File: src/rtl/dff_chain_loader_pkg.sv
// ============================================================================
// Module      : dff_chain_loader_pkg
// Description : State encodings and counter sizing helper shared by the
//               DFF chain loader and its bit counter.
// Revision    : 1.0 - initial release
// ============================================================================
`default_nettype none

package dff_chain_loader_pkg;

    // Sequencer states; 2'd3 is unused and steers back to IDLE
    localparam logic [1:0] ST_IDLE  = 2'd0;
    localparam logic [1:0] ST_SHIFT = 2'd1;
    localparam logic [1:0] ST_UPDT  = 2'd2;

    // Counter width: max(1, clog2(width)) so a 1-bit chain still has a counter bit
    function automatic int cnt_width(input int width);
        return (width <= 1) ? 1 : $clog2(width);
    endfunction

endpackage : dff_chain_loader_pkg

`default_nettype wire

File: src/rtl/chain_bit_counter.sv
// ============================================================================
// Module      : chain_bit_counter
// Description : Counts shifted bits for one chain load. Saturates at
//               WIDTH-1 and flags the final bit with 'last'.
// Revision    : 1.0 - initial release
// ============================================================================
`default_nettype none

module chain_bit_counter
    import dff_chain_loader_pkg::*;
#(
    parameter int WIDTH = 8
) (
    input  logic                          CLK,
    input  logic                          RST,
    input  logic                          clr,
    input  logic                          inc,
    output logic [cnt_width(WIDTH)-1:0]   cnt,
    output logic                          last
);

    localparam int CNT_W = cnt_width(WIDTH);

    logic [CNT_W-1:0] cnt_q;
    logic [CNT_W-1:0] cnt_d;

    // Next count: clear on a new load, otherwise advance without passing WIDTH-1
    always_comb begin
        cnt_d = cnt_q;
        if (clr) begin
            cnt_d = '0;
        end else if (inc && !last) begin
            cnt_d = cnt_q + 1'b1;
        end
    end

    // Count register
    always_ff @(posedge CLK) begin
        if (RST) begin
            cnt_q <= '0;
        end else begin
            cnt_q <= cnt_d;
        end
    end

    assign cnt  = cnt_q;
    assign last = (cnt_q == CNT_W'(WIDTH - 1));

endmodule : chain_bit_counter

`default_nettype wire

File: src/rtl/dff_chain_loader.sv
// ============================================================================
// Module      : dff_chain_loader
// Description : Serially loads a parallel word into a WIDTH-cell DFF chain,
//               captures the bits leaving the chain tail, then strobes
//               UPDATE / RDBK_VALID for one cycle.
// Revision    : 1.0 - initial release
// ============================================================================
`default_nettype none

module dff_chain_loader
    import dff_chain_loader_pkg::*;
#(
    parameter int WIDTH     = 8,
    parameter bit MSB_FIRST = 1'b1
) (
    input  logic             CLK,
    input  logic             RST,
    input  logic             LOAD_VALID,
    output logic             LOAD_READY,
    input  logic [WIDTH-1:0] LOAD_DATA,
    output logic             SHIFT_EN,
    output logic             SHIFT_D,
    input  logic             CHAIN_Q,
    output logic             UPDATE,
    output logic [WIDTH-1:0] RDBK_DATA,
    output logic             RDBK_VALID,
    output logic             BUSY
);

    localparam int CNT_W = cnt_width(WIDTH);

    logic [1:0]       state_q, state_d;
    logic [WIDTH-1:0] tx_q, tx_d;
    logic [WIDTH-1:0] rx_q, rx_d;
    logic [WIDTH-1:0] rdbk_q, rdbk_d;
    logic [WIDTH-1:0] tail_bit;
    logic             accept;
    logic             shifting;
    logic             last;
    logic [CNT_W-1:0] cnt_unused;   // exposed by the counter for debug only

    assign accept   = (state_q == ST_IDLE) && LOAD_VALID;
    assign shifting = (state_q == ST_SHIFT);

    chain_bit_counter #(
        .WIDTH (WIDTH)
    ) u_counter (
        .CLK  (CLK),
        .RST  (RST),
        .clr  (accept),
        .inc  (shifting),
        .cnt  (cnt_unused),
        .last (last)
    );

    // State and datapath registers
    always_ff @(posedge CLK) begin
        if (RST) begin
            state_q <= ST_IDLE;
            tx_q    <= '0;
            rx_q    <= '0;
            rdbk_q  <= '0;
        end else begin
            state_q <= state_d;
            tx_q    <= tx_d;
            rx_q    <= rx_d;
            rdbk_q  <= rdbk_d;
        end
    end

    // Next-state: one pass IDLE -> SHIFT (WIDTH cycles) -> UPDT -> IDLE
    always_comb begin
        state_d = state_q;
        case (state_q)
            ST_IDLE:  if (LOAD_VALID) state_d = ST_SHIFT;
            ST_SHIFT: if (last)       state_d = ST_UPDT;
            ST_UPDT:                  state_d = ST_IDLE;
            default:                  state_d = ST_IDLE;
        endcase
    end

    // Shift registers: the tail bit enters rx at the end opposite to the one
    // tx leaves from, so readback lands in LOAD_DATA bit order
    always_comb begin
        tail_bit = '0;
        tail_bit[MSB_FIRST ? 0 : WIDTH-1] = CHAIN_Q;
        tx_d   = tx_q;
        rx_d   = rx_q;
        rdbk_d = rdbk_q;
        if (accept) begin
            tx_d = LOAD_DATA;
        end else if (shifting) begin
            if (MSB_FIRST) begin
                tx_d = tx_q << 1;
                rx_d = (rx_q << 1) | tail_bit;
            end else begin
                tx_d = tx_q >> 1;
                rx_d = (rx_q >> 1) | tail_bit;
            end
            // Capture the finished readback on the edge that enters UPDT
            if (last) begin
                rdbk_d = rx_d;
            end
        end
    end

    // Outputs decoded from state and shift registers only
    always_comb begin
        LOAD_READY = (state_q == ST_IDLE);
        SHIFT_EN   = shifting;
        SHIFT_D    = shifting & (MSB_FIRST ? tx_q[WIDTH-1] : tx_q[0]);
        UPDATE     = (state_q == ST_UPDT);
        RDBK_VALID = (state_q == ST_UPDT);
        BUSY       = shifting || (state_q == ST_UPDT);
        RDBK_DATA  = rdbk_q;
    end

endmodule : dff_chain_loader

`default_nettype wire
File: config.mk
export PLATFORM = sky130hd
export DESIGN_NAME = dff_chain_loader
export DESIGN_NICKNAME = d
export VERILOG_FILES = /design/src/rtl/dff_chain_loader_pkg.sv /design/src/rtl/chain_bit_counter.sv /design/src/rtl/dff_chain_loader.sv
export SDC_FILE = /design/constraint.sdc
export NUM_CORES = 1
export LEC_CHECK = 0
export ABC_AREA = 0
export CAP_MARGIN = 20
export CELL_PAD_IN_SITES_DETAIL_PLACEMENT = 1
export CELL_PAD_IN_SITES_GLOBAL_PLACEMENT = 1
export CORE_UTILIZATION = 37
export CTS_CLUSTER_SIZE = 25
export DETAILED_ROUTE_END_ITERATION = 12
export GPL_ROUTABILITY_DRIVEN = 0
export PLACE_DENSITY_LB_ADDON = 0.1
export SETUP_SLACK_MARGIN = 0.02
export SYNTH_ARGS = -nofsm -noshare
export SYNTH_HDL_FRONTEND = slang
export SYNTH_SLANG_ARGS = --single-unit
File: constraint.sdc
create_clock -name CLK -period 1.6 [get_ports CLK]
set_input_delay 0.32 -clock CLK [delete_from_list [all_inputs] [get_ports CLK]]
set_output_delay 0.32 -clock CLK [all_outputs]
set_load 0.01 [all_outputs]
* Word level (Yosys, flattened, before mapping)
Index checks and enable logic that the tools add are counted.
** Storage, ports and cells
- Bits in registers :: 28
- Latch bits :: 0
- Bits in writable memories :: 0
- Memory bits (read-only) :: 0
- Output and inout port bits :: 14
- Word-level logic and storage cells :: 29
- Memories kept :: 0
** Operators by class
- Add/subtract/negate cells :: 1
- Multiply operators :: 0
- Div/mod/pow operators :: 0
- $lt $le $gt $ge :: 0
- Equal/unequal tests :: 5
- Shift-type cells :: 0
- Multiplexer cells :: 5
- Bitwise gates (word level) :: 3
- Reduce and logical (&&, ||, !) cells :: 10
** Operator list (count)
- $mux 8 :: 2
- $or 8x1->8 :: 1
- $mux 2 :: 2
- $pmux 2 s2 :: 1
- $reduce_and 2->1 :: 2
- $add 3x1->3 const B :: 1
- $eq 3x3->1 const B :: 1
- $reduce_and 3->1 :: 1
- $eq 2x1->1 const B :: 1
- $eq 2x2->1 const B :: 1
- $logic_and 1x1->1 :: 2
- $logic_not 2->1 :: 1
- $ne 2x1->1 const B :: 1
- $ne 2x2->1 const B :: 1
- $reduce_bool 2->1 :: 1
- $reduce_or 2->1 :: 1
- $and 1x1->1 :: 1
- $logic_not 1->1 :: 1
- $logic_or 1x1->1 :: 1
- $not 1->1 :: 1

* Longest topological paths before layout
- Word-level depth :: 4
- Depth in mapped cells :: 7

* Hierarchy
From an unflattened synthesis, not the netlist that was laid out.
** Unflattened totals
- Cells, all modules :: 128
- Area, all modules :: 1231.2 µm²
** Modules (own cells, without submodules)
- dff_chain_loader :: times used 1, cells each 116, area each 1088.5 µm², sequential area each 500.5 µm²
- chain_bit_counter :: times used 1, cells each 12, area each 142.6 µm², sequential area each 60.1 µm²

* Worst setup path after synthesis
OpenSTA, ideal clock, no wires.
- Kind :: register -> output
- Start point :: register state_q[1]
- End point :: output SHIFT_D
- Arrival :: 1131 ps
- Required time :: 1280 ps
- Setup slack :: 149 ps
- Stages on the path, launching flop included :: 6
- Path buffers :: 2
- Cell sequence :: dfxtp_1 inv_1 ha_1 buf_6 buf_2 and2_1
** On the way
- Word-level cells in the longest chain between the ends :: 2
** Ends and longest elaborated chain
- start, declared :: line dff_chain_loader.sv:32 : logic [1:0] state_q, state_d;
- start signal, assigned :: line dff_chain_loader.sv:64 : state_q <= state_d;
- $eq 2x1->1 :: line dff_chain_loader.sv:43 : assign shifting = (state_q == ST_SHIFT);
- via SHIFT_EN :: line dff_chain_loader.sv:21 : output logic SHIFT_EN,
- $and 1x1->1 :: line dff_chain_loader.sv:111 : SHIFT_D = shifting & (MSB_FIRST ? tx_q[WIDTH-1] : tx_q[0]);
- end, declared :: line dff_chain_loader.sv:22 : output logic SHIFT_D,
The timed path passes the listed nets, and every way through them passes these cells.

* Worst setup path in the final report
- Start point :: register state_q[0]
- End point :: output LOAD_READY
** On the way
- Word-level cells in the longest chain between the ends :: 1
** Ends and longest elaborated chain
- $logic_not 2->1 :: line dff_chain_loader.sv:109 : LOAD_READY = (state_q == ST_IDLE);
- end, declared :: line dff_chain_loader.sv:19 : output logic LOAD_READY,
No other way between the ends.

==> summary.md <==
| Metric | Value |
|---|---|
| Critical path class | `flip-flop to primary output` |
| Fin worst setup slack | `0.08384 ns` |
| Avg Vias per Cell | `roughly 4.9` |
| Worst hold path stage count | `2` |
| Clock Skew | `0.006422 ns` |
| Fin area | `approximately 1600 um2` |
| Total track usage | `16.65%` |
| Crit path time final | `1.516 ns` |
| Clock tree buffer depth | `2` |
| Crit Reg-Reg Startpoint | `state_q[1]` |
| Num CTS Buffers | `3` |
| R2R depth | `6` |
| Mapped cell area | `roughly 1200 um2` |
| Leak | `0.7268 nW` |
| TritonCTS Sinks | `28` |
| Worst-path fanout max | `3` |
| Syn Inst Count | `127` |
| Rows | `20` |
| Max Cap Violations | `0` |
| Unique masters post-synth | `23` |
| Reg2reg end | `RDBK_DATA[6]` |
| Cell Chain, Critical Path | `inv_2 -> ha_2 -> clkdlybuf4s15_2` |
| Via Count | `~960` |
| R2R Setup Slk | `0.14 ns` |
| Wire per inst | `12.75 um` |
| Horiz. Die Dim | `between 50 and 60 um` |
| F_max | `0.6596 GHz` |
| Placed cell area | `1519 um2` |
| Largest net degree at the start of global routing | `29` |
| # diodes | `0` |
| Min-Delay Path Class | `flip-flop to flip-flop` |
| Post-route DRC | `0` |
| Number of antenna violations at the first check in global routing | `0` |
| Slew Viols, Final | `0` |
| Gr ovfl total | `0` |
| Final Hold Fails | `0` |
| Initial DRC count | `29` |
| Largest stage delay on the critical path | `around 0.4 ns` |
| Pwr Density | `around 960 nW/um2` |
| Peak supply drop | `0.6020 mV` |
| Post-CTS setup repair buffer count | `0` |
| # port buffers | `25` |
| Total core area | `3078 um2` |
| Worst-path clk slew | `0.15 ns` |
| CP Launch Type | `flip-flop` |
| Post-DP HPWL | `1781 um` |
| Critical path's slowest cell | `dfxtp_4` |
| Vias in the first global route | `958` |
| Die H | `59.16 um` |
| Synthesis Warnings | `0` |
| H-Tree Depth | `1` |
| Drt pass-1 iters | `4` |
| Avg Inst Size Synth | `9.517 um2` |
| # setup viols final | `0` |
| RSZ-0062 raised after global routing | `yes` |
| IO Pins | `26` |
| Nets | `172` |
| FF+latch count, synth | `28` |
| Routed WL | `2512 um` |
| Hold Path End | `RDBK_DATA[5]` |
| DP Worst Slack | `-0.02935 ns` |
| Worst Hold Launch | `RDBK_DATA[5]` |
| Hold-fix buffers at CTS | `0` |
| Area grow syn2layout | `31.99%` |
| First-pass GRT wire length | `4326 um` |
| Register area share after synthesis | `46.38%` |
| Setup TNS | `0 ns` |
| Data arrival, critical path | `~1.2 ns` |
| Clk root buf | `clkbuf_4` |
| Relative slew slack | `78.88%` |
| Later-pin clock latency in the skew report | `0.33 ns` |
| Synthesized net count | `145` |
| Effective utilization at floorplan | `just under 40%` |
| Status | `finished clean` |
| CTS tree | `done` |
| Die ar. | `3499 um2` |
| DRT antenna net count | `0` |
| Final period util | `a little over nine tenths` |
| Fraction of layout cells with a size suffix above 1 | `around 15%` |
| Slew @ Worst Pin | `between 0.3 and 0.4 ns` |
| Required time of the critical path | `1.28 ns` |
| Crit path capture type | `primary output` |
==> cell type report <==
class                           instances  area [um2]
Fill cell                             361        1483
Clock inverter                          1       30.03
Tap cell                               44       55.05
Sequential cell                        28       565.5
Inverter                                2       7.507
Multi-Input combinational cell         87       583.1
Clock buffer                            3       22.52
Timing Repair Buffer                   32       331.6
==> cell usage after synthesis, drive strengths merged <==
cell type | number | area (um2)
a211oi | 7 | 52.55
a21oi | 11 | 55.05
and2 | 2 | 12.51
buf | 9 | 68.81
clkbuf | 1 | 3.750
dfxtp | 28 | 560.5
ha | 6 | 75.07
inv | 2 | 7.510
mux2i | 16 | 160.2
nand2 | 11 | 41.29
nand2b | 1 | 6.260
nand3 | 8 | 40.04
nand3b | 2 | 15.01
nor2 | 15 | 56.30
nor2b | 2 | 20.02
nor3 | 4 | 20.02
o21ai | 1 | 5.000
xnor2 | 1 | 8.760
==> power by group <==
group	internal [W]	leakage, nW	switching (W)
Sequential	0.000734	0.229	0.0000234
Clock	0.000253	0.0279	0.000211
Combinational	0.000161	0.470	0.000144
==> flip-flops by register name (all words and copies together) (netlist names) <==
register and cells:
RDBK_DATA 8, tx_q 8, u_counter.cnt 3, state_q 2, rx_q 7
==> cells by family after synthesis <==
kind of cell	after synthesis	synth area share, %
and+or+nand+nor	45	17.49
adders and majority gates	6	6.211
buffers and inverters	12	6.625
AOI/OAI and AO/OA	19	9.316
xor gates and xnor gates	1	0.7248
muxes	16	13.25
DFF	28	46.38
==> cells in the final DEF, fill, tap and decap left out, drive strengths merged <==
master / instances
nor2: 15
clkdlybuf4s50: 11
a21oi: 11
nor3: 4
nand3: 8
clkdlybuf4s15: 2
mux2i: 16
nand2: 11
clkbuf: 3
dlygate4sd2: 1
ha: 6
inv: 2
and2: 2
nand2b: 1
buf: 11
a211oi: 7
o21ai: 1
dfxtp: 28
nand3b: 2
dlymetal6s2s: 7
xnor2: 1
bufinv: 1
nor2b: 2
==> metrics by stage <==
stage	power, W	hold WS (ns)	cells	util (%)
6_report	0.001528	0.4612	197	51.83
5_1_grt	0.001618	0.4782	197	51.83
4_1_cts	0.001538	0.4686	197	51.22
3_5_place_dp	0.001073	0.4486	193	49.35
3_3_place_gp	0.001064	0.4425	193	49.35
2_1_floorplan	0.0009793	0.4554	127	-
==> worst max-delay path, delay by kind of cell, from the launching register on <==
kind | cells | cell delay (ns)
DFF | 1 | 0.39
buffers and inverters | 2 | 0.30
adders and majority gates | 1 | 0.18
==> layer usage <==
metal,up-vias,GRT usage (%),share of wire (%)
met5,-,0,0
met4,0,7.143,0.76
met3,2,3.275,2.7
met2,17,29.87,53
met1,452,19.11,43
li1,485,-,-
==> what timing repair did <==
action                     4_1_cts  5_1_grt
setup endpoints to repair       15       11
resized for setup               27       11
pin swaps                        0        0
==> worst max-delay path by stage <==
stage,slack (ns),startpoint,end
final,0.08,state_q[0],LOAD_READY
after global routing,0.02,state_q[0],LOAD_READY
after CTS,0.02,state_q[0],LOAD_READY
after detailed placement,-0.03,state_q[1],RDBK_DATA[2]
after global placement,-0.009,state_q[1],SHIFT_D
after floorplan,0.15,state_q[1],SHIFT_D
Power figures use the tool's default switching activity.
